File: src/rtl/rtc_arb_pkg.sv
// Shared definitions for the RTC access arbiter: FSM encoding, requester
// indices, parameter defaults and a small index-to-one-hot helper.
package rtc_arb_pkg;

  localparam logic [1:0] ST_IDLE  = 2'd0;
  localparam logic [1:0] ST_ISSUE = 2'd1;
  localparam logic [1:0] ST_WAIT  = 2'd2;
  localparam logic [1:0] ST_DONE  = 2'd3;

  localparam logic [1:0] REQ_SWEEP = 2'd0;
  localparam logic [1:0] REQ_EDIT  = 2'd1;
  localparam logic [1:0] REQ_ALARM = 2'd2;

  localparam int LOCK_MAX_DEF = 16;
  localparam int TIMEOUT_DEF  = 255;

  function automatic logic [2:0] idx2onehot(input logic [1:0] idx);
    return 3'b001 << idx;
  endfunction

endpackage

File: src/rtl/rtc_access_arbiter_if.sv
// Requester and RTC-engine signal bundle for rtc_access_arbiter.
// slave  : the arbiter's view.
// master : the environment's view (requesters plus engine response).
interface rtc_access_arbiter_if #(
  parameter int ADDR_W = 7,
  parameter int DATA_W = 8
);
  // Requester side
  logic [2:0]        Req;
  logic [2:0]        Lock;
  logic [2:0]        Wr;
  logic [ADDR_W-1:0] Addr0, Addr1, Addr2;
  logic [DATA_W-1:0] Wdata0, Wdata1, Wdata2;
  logic [2:0]        Ack;
  logic              Err;
  logic [DATA_W-1:0] Rdata;
  logic              Busy;
  // Engine side
  logic              Acceso;
  logic              RtcWr;
  logic [ADDR_W-1:0] Dir;
  logic [DATA_W-1:0] Dout;
  logic              FRW;
  logic [DATA_W-1:0] Din;

  modport slave (
    input  Req, Lock, Wr, Addr0, Addr1, Addr2, Wdata0, Wdata1, Wdata2, FRW, Din,
    output Ack, Err, Rdata, Busy, Acceso, RtcWr, Dir, Dout
  );

  modport master (
    output Req, Lock, Wr, Addr0, Addr1, Addr2, Wdata0, Wdata1, Wdata2, FRW, Din,
    input  Ack, Err, Rdata, Busy, Acceso, RtcWr, Dir, Dout
  );
endinterface

File: src/rtl/rtc_arb_pick.sv
// Combinational winner select: the previous owner keeps the engine while it
// holds Req+Lock and its burst budget is not spent, otherwise fixed priority
// alarm > edit > sweep.
module rtc_arb_pick
  import rtc_arb_pkg::*;
(
  input  logic [2:0] req_i,
  input  logic [2:0] lock_i,
  input  logic [1:0] owner_i,
  input  logic       lock_ok_i,
  output logic [2:0] gnt_o,
  output logic [1:0] idx_o,
  output logic       hold_o
);

  // Lock hold first, then fixed priority.
  always_comb begin
    // NOTE: every output gets a default first so no path can infer a latch.
    idx_o  = REQ_SWEEP;
    hold_o = 1'b0;
    if (lock_ok_i && req_i[owner_i] && lock_i[owner_i]) begin
      idx_o  = owner_i;
      hold_o = 1'b1;
    end else if (req_i[REQ_ALARM]) begin
      idx_o = REQ_ALARM;
    end else if (req_i[REQ_EDIT]) begin
      idx_o = REQ_EDIT;
    end
    gnt_o = (|req_i) ? idx2onehot(idx_o) : 3'b000;
  end

endmodule

File: src/rtl/rtc_access_arbiter.sv
// Arbiter/sequencer sharing the single RTC read/write engine between the
// menu sweep, user edits and alarm acknowledge. One engine access per grant,
// registered Ack/Rdata back to the winner.
// Optional macro RTC_ARB_TIMEOUT_EN: abort a WAIT after TIMEOUT cycles and
// report it on Err; when undefined WAIT waits for FRW forever and Err = 0.
module rtc_access_arbiter
  import rtc_arb_pkg::*;
#(
  parameter int ADDR_W   = 7,
  parameter int DATA_W   = 8,
  parameter int LOCK_MAX = LOCK_MAX_DEF,
  parameter int TIMEOUT  = TIMEOUT_DEF
) (
  input  logic               CLK,
  input  logic               RST,
  rtc_access_arbiter_if.slave bus
);

  localparam int BC_W = $clog2(LOCK_MAX + 1);

  logic [1:0]        state_q, state_d;
  logic [1:0]        owner_q;
  logic [BC_W-1:0]   burst_cnt_q;
  logic              acceso_q, rtcwr_q, busy_q;
  logic [ADDR_W-1:0] dir_q;
  logic [DATA_W-1:0] dout_q, rdata_q;
  logic [2:0]        ack_q;

  logic [2:0]        pick_gnt;
  logic [1:0]        pick_idx;
  logic              pick_hold, lock_ok, to_hit;
  logic              sel_wr;
  logic [ADDR_W-1:0] sel_addr;
  logic [DATA_W-1:0] sel_wdata;

  // burst_cnt of 0 means no previous owner yet, so no lock hold is possible.
  assign lock_ok = (burst_cnt_q != '0) && (int'(burst_cnt_q) < LOCK_MAX);

  rtc_arb_pick u_pick (
    .req_i     (bus.Req),
    .lock_i    (bus.Lock),
    .owner_i   (owner_q),
    .lock_ok_i (lock_ok),
    .gnt_o     (pick_gnt),
    .idx_o     (pick_idx),
    .hold_o    (pick_hold)
  );

  // Route the winner's direction, address and write data.
  always_comb begin
    sel_wr    = bus.Wr[pick_idx];
    sel_addr  = bus.Addr0;
    sel_wdata = bus.Wdata0;
    case (pick_idx)
      REQ_EDIT:  begin sel_addr = bus.Addr1; sel_wdata = bus.Wdata1; end
      REQ_ALARM: begin sel_addr = bus.Addr2; sel_wdata = bus.Wdata2; end
      default:   ;
    endcase
  end

  // Next-state logic; FRW wins over a coincident timeout.
  always_comb begin
    state_d = state_q;
    case (state_q)
      ST_IDLE:  if (|pick_gnt) state_d = ST_ISSUE;
      ST_ISSUE: state_d = ST_WAIT;
      ST_WAIT:  if (bus.FRW || to_hit) state_d = ST_DONE;
      default:  state_d = ST_IDLE;
    endcase
  end

  // FSM state, latched transaction, burst tracking and registered outputs.
  always_ff @(posedge CLK) begin
    // NOTE: sequential state uses non-blocking assignments only, so every
    // register samples pre-edge values regardless of statement order.
    if (RST) begin
      state_q     <= ST_IDLE;
      owner_q     <= REQ_SWEEP;
      burst_cnt_q <= '0;
      acceso_q    <= 1'b0;
      rtcwr_q     <= 1'b0;
      busy_q      <= 1'b0;
      dir_q       <= '0;
      dout_q      <= '0;
      rdata_q     <= '0;
      ack_q       <= 3'b000;
    end else begin
      state_q  <= state_d;
      busy_q   <= (state_d != ST_IDLE);
      acceso_q <= 1'b0;
      ack_q    <= 3'b000;
      case (state_q)
        ST_IDLE: if (|pick_gnt) begin
          owner_q     <= pick_idx;
          burst_cnt_q <= pick_hold ? burst_cnt_q + 1'b1 : BC_W'(1);
          rtcwr_q     <= sel_wr;
          dir_q       <= sel_addr;
          dout_q      <= sel_wdata;
          acceso_q    <= 1'b1;
        end
        ST_WAIT: if (state_d == ST_DONE) begin
          ack_q <= idx2onehot(owner_q);
          if (bus.FRW && !rtcwr_q) rdata_q <= bus.Din;
        end
        default: ;
      endcase
    end
  end

`ifdef RTC_ARB_TIMEOUT_EN
  localparam int TO_W = (TIMEOUT > 255) ? $clog2(TIMEOUT + 1) : 8;

  logic [TO_W-1:0] to_cnt_q;
  logic            err_q;

  assign to_hit = (to_cnt_q == TO_W'(TIMEOUT));

  // Timeout counter: cleared at issue, counts cycles spent in WAIT.
  always_ff @(posedge CLK) begin
    if (RST)                    to_cnt_q <= '0;
    else if (state_q == ST_ISSUE) to_cnt_q <= '0;
    else if (state_q == ST_WAIT)  to_cnt_q <= to_cnt_q + 1'b1;
  end

  // Err accompanies Ack only when the wait expired without FRW.
  always_ff @(posedge CLK) begin
    if (RST) err_q <= 1'b0;
    else     err_q <= (state_q == ST_WAIT) && !bus.FRW && to_hit;
  end

  assign bus.Err = err_q;
`else
  assign to_hit  = 1'b0;
  assign bus.Err = 1'b0;
`endif

  assign bus.Ack    = ack_q;
  assign bus.Rdata  = rdata_q;
  assign bus.Busy   = busy_q;
  assign bus.Acceso = acceso_q;
  assign bus.RtcWr  = rtcwr_q;
  assign bus.Dir    = dir_q;
  assign bus.Dout   = dout_q;

endmodule
File: src/flat_wrapper.sv
// flat-port wrapper written by rule: the top's interface ports become plain ports
module rtc_access_arbiter_flat import rtc_arb_pkg::*;
#(
  parameter int ADDR_W   = 7,
  parameter int DATA_W   = 8,
  parameter int LOCK_MAX = LOCK_MAX_DEF,
  parameter int TIMEOUT  = TIMEOUT_DEF
)
  (CLK, RST, bus_Req, bus_Lock, bus_Wr, bus_Addr0, bus_Addr1, bus_Addr2, bus_Wdata0, bus_Wdata1, bus_Wdata2, bus_FRW, bus_Din, bus_Ack, bus_Err, bus_Rdata, bus_Busy, bus_Acceso, bus_RtcWr, bus_Dir, bus_Dout);
  rtc_access_arbiter_if #(.ADDR_W(ADDR_W), .DATA_W(DATA_W)) bus_i ();
  input  logic CLK;
  input  logic RST;
  input wire logic [$bits(bus_i.Req)-1:0] bus_Req;
  input wire logic [$bits(bus_i.Lock)-1:0] bus_Lock;
  input wire logic [$bits(bus_i.Wr)-1:0] bus_Wr;
  input wire logic [$bits(bus_i.Addr0)-1:0] bus_Addr0;
  input wire logic [$bits(bus_i.Addr1)-1:0] bus_Addr1;
  input wire logic [$bits(bus_i.Addr2)-1:0] bus_Addr2;
  input wire logic [$bits(bus_i.Wdata0)-1:0] bus_Wdata0;
  input wire logic [$bits(bus_i.Wdata1)-1:0] bus_Wdata1;
  input wire logic [$bits(bus_i.Wdata2)-1:0] bus_Wdata2;
  input wire logic [$bits(bus_i.FRW)-1:0] bus_FRW;
  input wire logic [$bits(bus_i.Din)-1:0] bus_Din;
  output wire logic [$bits(bus_i.Ack)-1:0] bus_Ack;
  output wire logic [$bits(bus_i.Err)-1:0] bus_Err;
  output wire logic [$bits(bus_i.Rdata)-1:0] bus_Rdata;
  output wire logic [$bits(bus_i.Busy)-1:0] bus_Busy;
  output wire logic [$bits(bus_i.Acceso)-1:0] bus_Acceso;
  output wire logic [$bits(bus_i.RtcWr)-1:0] bus_RtcWr;
  output wire logic [$bits(bus_i.Dir)-1:0] bus_Dir;
  output wire logic [$bits(bus_i.Dout)-1:0] bus_Dout;
  assign bus_i.Req = bus_Req;
  assign bus_i.Lock = bus_Lock;
  assign bus_i.Wr = bus_Wr;
  assign bus_i.Addr0 = bus_Addr0;
  assign bus_i.Addr1 = bus_Addr1;
  assign bus_i.Addr2 = bus_Addr2;
  assign bus_i.Wdata0 = bus_Wdata0;
  assign bus_i.Wdata1 = bus_Wdata1;
  assign bus_i.Wdata2 = bus_Wdata2;
  assign bus_i.FRW = bus_FRW;
  assign bus_i.Din = bus_Din;
  assign bus_Ack = bus_i.Ack;
  assign bus_Err = bus_i.Err;
  assign bus_Rdata = bus_i.Rdata;
  assign bus_Busy = bus_i.Busy;
  assign bus_Acceso = bus_i.Acceso;
  assign bus_RtcWr = bus_i.RtcWr;
  assign bus_Dir = bus_i.Dir;
  assign bus_Dout = bus_i.Dout;
  rtc_access_arbiter #(.ADDR_W(ADDR_W), .DATA_W(DATA_W), .LOCK_MAX(LOCK_MAX), .TIMEOUT(TIMEOUT)) u_core (.CLK(CLK), .RST(RST), .bus(bus_i));
endmodule
File: config.mk
export PLATFORM = sky130hd
export DESIGN_NAME = rtc_access_arbiter_flat
export DESIGN_NICKNAME = d
export VERILOG_FILES = /design/src/rtl/rtc_arb_pkg.sv /design/src/rtl/rtc_access_arbiter_if.sv /design/src/rtl/rtc_arb_pick.sv /design/src/rtl/rtc_access_arbiter.sv /design/src/flat_wrapper.sv
export SDC_FILE = /design/constraint.sdc
export NUM_CORES = 1
export LEC_CHECK = 0
export ABC_AREA = 1
export CAP_MARGIN = 10
export CORE_ASPECT_RATIO = 0.8
export CORE_UTILIZATION = 41
export CTS_CLUSTER_SIZE = 16
export DETAILED_ROUTE_END_ITERATION = 10
export PLACE_DENSITY = 0.83
export SLEW_MARGIN = 20
export SYNTH_ARGS = -nofsm -noshare
export SYNTH_HDL_FRONTEND = slang
export SYNTH_SLANG_ARGS = --single-unit
File: constraint.sdc
create_clock -name CLK -period 3.1 [get_ports CLK]
set_input_delay 0.93 -clock CLK [delete_from_list [all_inputs] [get_ports CLK]]
set_output_delay 0.93 -clock CLK [all_outputs]
set_load 0.02 [all_outputs]
==> impl_metrics.py, run 1 <==
metrics = {
    "outcome": {
        "status": "completed",
    },
    "logic_synthesis": {
        "yosys.area.top_type_share": 0.386,
        "ys_types": 30,
        "yosys.area.top_type": "dfxtp_1",
        "synth_simple_gate_area_frac": 0.156,
        "synth_compound_gate_area_share": 0.227,
        "yosysWarningCount": 0,
        "synthAdderAreaFrac": 0.0508,
        "muxShareOfSynthArea": 0.0762,
        "netlist_area_um2": 1970,
        "syn_avg_cell_area_um2": 8.46,
        "synth_top_family_by_area": "compound AO/OA/AOI/OAI gates",
        "synth_xor_xnor_area_share": 0.00444,
        "yosysSeqAreaShare": 0.386,
        "synth.net_count": 306,
        "ys_seq_elements": 38,
        "synth_area_leaders": "dfxtp_1 39%, mux2i_1 7.6%, a22o_1 6.7%",
        "postSynthCellCount": 233,
    },
    "cells_and_area": {
        "drive_gt1_frac": 0.127,
        "fin_cells": 390,
        "final_nets": 402,
        "num_antenna_cells": 0,
        "fin_area_um2": 3080,
        "syn_to_final_growth_pct": 56.1,
    },
    "timing": {
        "slew_viol_final": 0,
        "finalCriticalPeriod_ps": 2820,
        "setup_viol": 0,
        "max_freq_ghz": 0.354,
        "finClkSkew_ps": 6.20,
        "hold-worst-slack_ps": 447,
        "tns_ps": 0,
        "fin_crit_sh": 0.910,
        "timing.final.hold_violations": 0,
        "rsz0062_at_grt": "false",
    },
    "die": {
        "dieHeight_um": 64.0,
        "dieArea_um2": 5090,
        "die_w_um": 79.5,
        "ioPinCount": 95,
        "initial_utilization": 0.429,
        "row_count": 22,
        "core-area_um2": 4600,
    },
    "placement": {
        "gp_congestion": 0.891,
        "port_buffers": 93,
        "placed_cell_area_um2": 2980,
        "dp.cells": 382,
        "dp_hpwl_um": 3920,
    },
    "critical_path": {
        "critical_path_class": "in -> reg",
        "crit_arrival_ps": 3010,
        "cp_max_fo": 36,
        "r2r-start": "u_core.burst_cnt_q[0]",
        "cp-end-kind": "register",
        "crit_path_start_kind": "primary input",
        "cp.required_ps": 3280,
        "critPathLaunch": "bus_Req[2]",
    },
    "global_route": {
        "grt_usage": 0.211,
        "grt_pass1_wl_um": 8340,
        "grt_overflow": 0,
        "antenna_found_initial": 0,
        "grt_pass1_vias": 1843,
        "grt_max_degree": 37,
    },
    "routing": {
        "drt-initial-drc-count": 61,
        "drt-vias-per-instance": 4.91,
        "ant_nets": 0,
        "drt-pass1-iter-count": 6,
        "route.vias.total": 1915,
        "wl_per_cell_um": 13.3,
        "drcViolationCount": 0,
        "wirelength_um": 5190,
    },
    "cts": {
        "ctsHoldBuffers": 0,
        "clk_latency_ps": 290,
        "post_cts_buffers": 0,
        "cts_tree": "done",
        "cts_num_sinks": 38,
        "cts_inserted_buffers": 5,
        "clk_pin_slew_ps": 70,
        "cts_resized": 0,
        "root_buffer": "clkbuf_8",
        "clock_tree.buffer_depth": 2,
        "htree_levels": 2,
    },
    "worst_hold_path": {
        "hold_start": "u_core.bus.Rdata[4]",
        "hold_path_class": "reg -> reg",
    },
    "pwr": {
        "leakage_nw": 1.25,
        "peakVddDrop_mv": 0.353,
        "powerDensity_nw_per_um2": 832,
        "power.total_w": 0.00256,
    },
    "flow_run": {
        "max-cap-violations": 0,
    },
}
==> cell usage after synthesis (all sizes together) <==
cell type / number
clkbuf: 3
mux2i: 15
ha: 8
nand3: 13
nand2: 20
dfxtp: 38
a211oi: 2
a21oi: 29
a22o: 15
and3: 1
nor3: 6
nor2: 11
o21ai: 28
xor2: 1
buf: 10
nand4: 2
conb: 1
inv: 30
==> metrics by stage <==
step            util  setup slack [ps]
6_report       0.669               279
2_1_floorplan      -               558
3_5_place_dp   0.648             -10.2
5_1_grt        0.669              17.2
4_1_cts        0.669               277
3_3_place_gp   0.648              50.3
==> cells by family after synthesis <==
family	count (synthesis)
xor gates and xnor gates	1
and+or+nand+nor	53
muxes	15
adders and majority gates	8
AOI/OAI and AO/OA	74
buffers and inverters	43
DFF	38
other	1
==> report_power, final <==
| group | switching [W] | internal, W |
|---|---|---|
| clock | 0.000174 | 0.000179 |
| combinational | 0.000838 | 0.000682 |
| sequential | 0.0000713 | 0.000616 |
| total | 0.00108 | 0.00148 |
==> final cells by class <==
cell class	count	area, um2
clock buffers	6	82.6
clock inverters	2	12.5
fillers	383	1520
inverters	30	115
multi-input cells	152	1020
flip-flops and latches	38	761
well taps	60	75.1
repair buffers	102	1010
==> worst max-delay path, cell delays in order <==
cell	delay [ps]
clkdlybuf4s50_1	490
nand3_1	100
nand2_2	120
nand3_4	100
nand2_1	90
nand2_1	90
inv_1	70
ha_1	180
inv_2	50
nand2_2	80
nand3_4	90
inv_4	250
nand4_1	150
xor2_1	170
nor2_1	60
==> per-layer routing <==
| metal | GRT usage | up-vias | part of all wire | wire length (um) |
|---|---|---|---|---|
| li1 | - | 983 | - | - |
| met1 | 0.274 | 863 | 0.47 | 2430 |
| met2 | 0.340 | 62 | 0.44 | 2300 |
| met3 | 0.0557 | 7 | 0.077 | 401 |
| met4 | 0.0682 | 0 | 0.011 | 59 |
| met5 | 0 | - | 0 | 0 |
==> path summary, 6_finish.rpt <==
kind                           end  cells after the start  slack, ps
max          u_core.burst_cnt_q[3]                     15        280
min            u_core.bus.Rdata[4]                      2        450
max reg2reg  u_core.burst_cnt_q[3]                     15        710
min reg2reg    u_core.bus.Rdata[4]                      2        450
==> layout by cell type, fill, tap and decap left out <==
master / netlist / final
buf_12: 0 / 1
a22o_1: 15 / 15
dfxtp_1: 38 / 38
clkbuf_8: 0 / 6
nand3_4: 2 / 2
buf_4: 1 / 8
a21oi_2: 3 / 3
o21ai_1: 4 / 4
clkinvlp_4: 0 / 1
nor3_2: 1 / 1
clkdlybuf4s50_1: 0 / 93
nand2_2: 8 / 8
nand2_1: 12 / 12
clkinv_2: 0 / 1
and3_4: 1 / 1
inv_1: 25 / 25
nand3_1: 8 / 8
nand3_2: 3 / 3
inv_4: 1 / 1
ha_1: 8 / 8
nor2_4: 1 / 1
inv_2: 4 / 4
o21ai_0: 24 / 24
a211oi_1: 1 / 1
a211oi_2: 1 / 1
conb_1: 1 / 1
xor2_1: 1 / 1
nand4_1: 2 / 2
nor2_1: 10 / 10
nor3_1: 5 / 5
mux2i_1: 15 / 15
a21oi_1: 26 / 26
==> sequential cells by signal, summed over array words and instances (netlist names) <==
register	count
u_core.bus.Dout	8
u_core.bus.Rdata	8
u_core.bus.Dir	7
u_core.burst_cnt_q	5
u_core.bus.Ack	3
u_core.owner_q	2
u_core.state_q	2
u_core.bus.Acceso	1
u_core.bus.Busy	1
u_core.bus.RtcWr	1
Note: power is estimated with default switching activity, not from simulation.
==> inputs of run 2 (changes only) <==
--- a/config.mk
+++ b/config.mk
@@ -8,11 +8,13 @@
 export ABC_AREA = 1
 export CAP_MARGIN = 10
 export CORE_ASPECT_RATIO = 0.8
-export CORE_UTILIZATION = 41
+export CORE_UTILIZATION = 42
 export CTS_CLUSTER_SIZE = 16
 export DETAILED_ROUTE_END_ITERATION = 10
-export PLACE_DENSITY = 0.83
+export PLACE_DENSITY = 0.82
+export SKIP_LAST_GASP = 1
 export SLEW_MARGIN = 20
 export SYNTH_ARGS = -nofsm -noshare
 export SYNTH_HDL_FRONTEND = slang
+export SYNTH_HIERARCHICAL = 1
 export SYNTH_SLANG_ARGS = --single-unit
==> impl_metrics.py, run 2 <==
metrics = {
    "placement": {
        "dp.cells": 444,
        "port_buffers": 93,
        "gp_congestion": 0.790,
        "dp_hpwl_um": 4110,
        "placed_cell_area_um2": 3100,
    },
    "timing": {
        "finClkSkew_ps": 3.54,
        "fin_crit_sh": 0.867,
        "max_freq_ghz": 0.372,
        "tns_ps": 0,
        "finalCriticalPeriod_ps": 2690,
        "setup_viol": 0,
        "timing.final.hold_violations": 0,
        "rsz0062_at_grt": "false",
        "slew_viol_final": 0,
    },
    "die": {
        "core-area_um2": 4730,
        "row_count": 22,
        "initial_utilization": 0.452,
        "dieArea_um2": 5380,
        "ioPinCount": 95,
        "die_w_um": 81.8,
        "dieHeight_um": 65.8,
    },
    "logic_synthesis": {
        "synth_area_leaders": "dfxtp_1 36%, nand2_1 11%, inv_1 8.6%",
        "postSynthCellCount": 300,
        "synth.net_count": 372,
        "synth_edf_count": 0,
        "yosysSeqAreaShare": 0.356,
        "yosys.area.top_type_share": 0.356,
        "yosysMostFrequentCell": "nand2_1",
        "yosysWarningCount": 6,
        "synth_common_cells": "64 x nand2_1, 49 x inv_1, 38 x dfxtp_1, 34 x a21oi_1, 16 x nand3_1",
        "async_reset_ff_frac": 0,
        "syn_avg_cell_area_um2": 7.13,
        "ys_types": 30,
        "synth_top_flop_cell": "dfxtp_1",
        "yosys.area.top_type": "dfxtp_1",
        "ys_seq_elements": 38,
        "netlist_area_um2": 2140,
    },
    "routing": {
        "drt-pass1-iter-count": 4,
        "ant_nets": 0,
        "drt-initial-drc-count": 125,
        "drt-vias-per-instance": 4.90,
        "drcViolationCount": 0,
        "wl_per_cell_um": 12.1,
        "route.vias.total": 2214,
        "wirelength_um": 5480,
    },
    "cts": {
        "post_cts_buffers": 0,
        "root_buffer": "clkbuf_8",
        "htree_levels": 2,
        "clock_tree.buffer_depth": 2,
        "cts_tree": "done",
        "cts_inserted_buffers": 5,
        "clk_pin_slew_ps": 70,
        "cts_resized": 0,
        "cts_num_sinks": 38,
        "clk_latency_ps": 290,
        "ctsHoldBuffers": 0,
    },
    "cells_and_area": {
        "num_antenna_cells": 0,
        "drive_gt1_frac": 0.102,
        "fin_area_um2": 3240,
        "final_cell_mix": "93 x clkdlybuf4s50_1, 64 x nand2_1, 49 x inv_1, 38 x dfxtp_1, 34 x a21oi_1",
        "syn_to_final_growth_pct": 51.4,
        "final_common_cell": "clkdlybuf4s50_1",
        "fin_cells": 452,
        "n_fill_cell": 411,
        "final_nets": 463,
    },
    "critical_path": {
        "timing.critical_path.max_delay_family": "simple AND/OR/NAND/NOR gates",
        "cp_max_fo": 11,
        "cp_slowest_cell": "clkdlybuf4s50_1",
        "timing.critical_path.buf_inv": 2,
        "cp.required_ps": 3330,
        "path_cells": "clkdlybuf4s50_1 -> nand2_1 -> a21oi_4 -> nand3_2 -> nand2_1 -> nand3_2 -> nor2_2 -> nor2_2 -> nand2_2 -> nand2_4 -> nand2_2 -> nand3_4 -> nand2_1 -> inv_1 -> nor2_2",
        "critical_path_class": "in -> reg",
        "slowest_delay_ps": 490,
        "crit_arrival_ps": 2920,
        "cp-end-kind": "register",
        "crit_path_start_kind": "primary input",
    },
    "pwr": {
        "powerDensity_nw_per_um2": 754,
        "power.total_w": 0.00244,
        "peakVddDrop_mv": 0.461,
        "leakage_nw": 1.33,
    },
    "global_route": {
        "grt_max_degree": 28,
        "grt_pass1_wl_um": 8780,
        "grt_overflow": 0,
        "grt_pass1_vias": 2021,
        "grt_usage": 0.214,
        "antenna_found_initial": 0,
    },
    "outcome": {
        "status": "completed",
    },
    "worst_hold_path": {
        "hold_path_class": "reg -> reg",
    },
    "flow_run": {
        "max-cap-violations": 0,
    },
}
==> run 2: cell count changes in the layout (fill, tap and decap cells not counted), sizes merged, moves of 7 or more <==
| cell | before | now |
|---|---|---|
| nand2 | 20 | 69 |
| inv | 30 | 51 |
| mux2i | 15 | 0 |
| a22o | 15 | 4 |
| nor2 | 11 | 22 |
| nand4 | 2 | 11 |
| o21ai | 28 | 19 |
| nand3 | 13 | 20 |
==> run 2: through the flow <==
stage	utilization	setup WS, ps	hold WS, ps
after floorplan	-	726	463
after detailed placement	0.654	142	465
final	0.684	412	473
after global routing	0.684	245	493
after CTS	0.684	436	476
after global placement	0.654	222	462
==> run 2: final cells by class <==
type / instances / area (um2) / share of cell area
inverters: 51 / 191 / 0.0591
clock buffers: 6 / 82.6 / 0.0255
flip-flops and latches: 38 / 761 / 0.235
clock inverters: 2 / 60.1 / 0.0185
multi-input cells: 198 / 1090 / 0.338
repair buffers: 97 / 973 / 0.301
well taps: 60 / 75.1 / 0.0232
==> run 2: path summary, 6_finish.rpt <==
check	start	end	slack, ps	cells after the start
worst min-delay path	u_core/bus.Dir[6]	u_core/bus.Dir[6]	470	2
worst max-delay path	bus_Req[1]	u_core/bus.Rdata[4]	410	15
worst max register to register	u_core/burst_cnt_q[0]	u_core/bus.Rdata[4]	760	17
worst min register to register	u_core/bus.Dir[6]	u_core/bus.Dir[6]	470	2
==> run 2: worst min-delay path, cell delays in order (launching register included) <==
cell	delay (ps)
dfxtp_1	310
nand3_1	70
o21ai_1	50
==> run 2: cells by family (layout without fill, tap and decap cells) <==
logic type      after synthesis  in the layout  share of synthesized area
other cells                   1              1                    0.00175
buf+inv                      64            156                      0.132
compound gates               62             62                      0.160
fa+ha+maj                     7              7                     0.0410
flops                        38             38                      0.356
simple gates                128            128                      0.310
==> run 2: power by group <==
group / switching, W / total, W / internal [W] / leakage, nW
Combinational: 0.000720 / 0.00122 / 0.000500 / 0.951
Sequential: 0.0000814 / 0.000704 / 0.000623 / 0.310
Clock: 0.000175 / 0.000518 / 0.000343 / 0.0714
==> run 2: routing by layer <==
layer  wire length, um  global-route usage  up-vias
met4                76              0.0724        0
li1                  -                   -     1141
met1              2430               0.247      998
met5                 0                   0        -
met3               389              0.0703        9
met2              2580               0.369       66
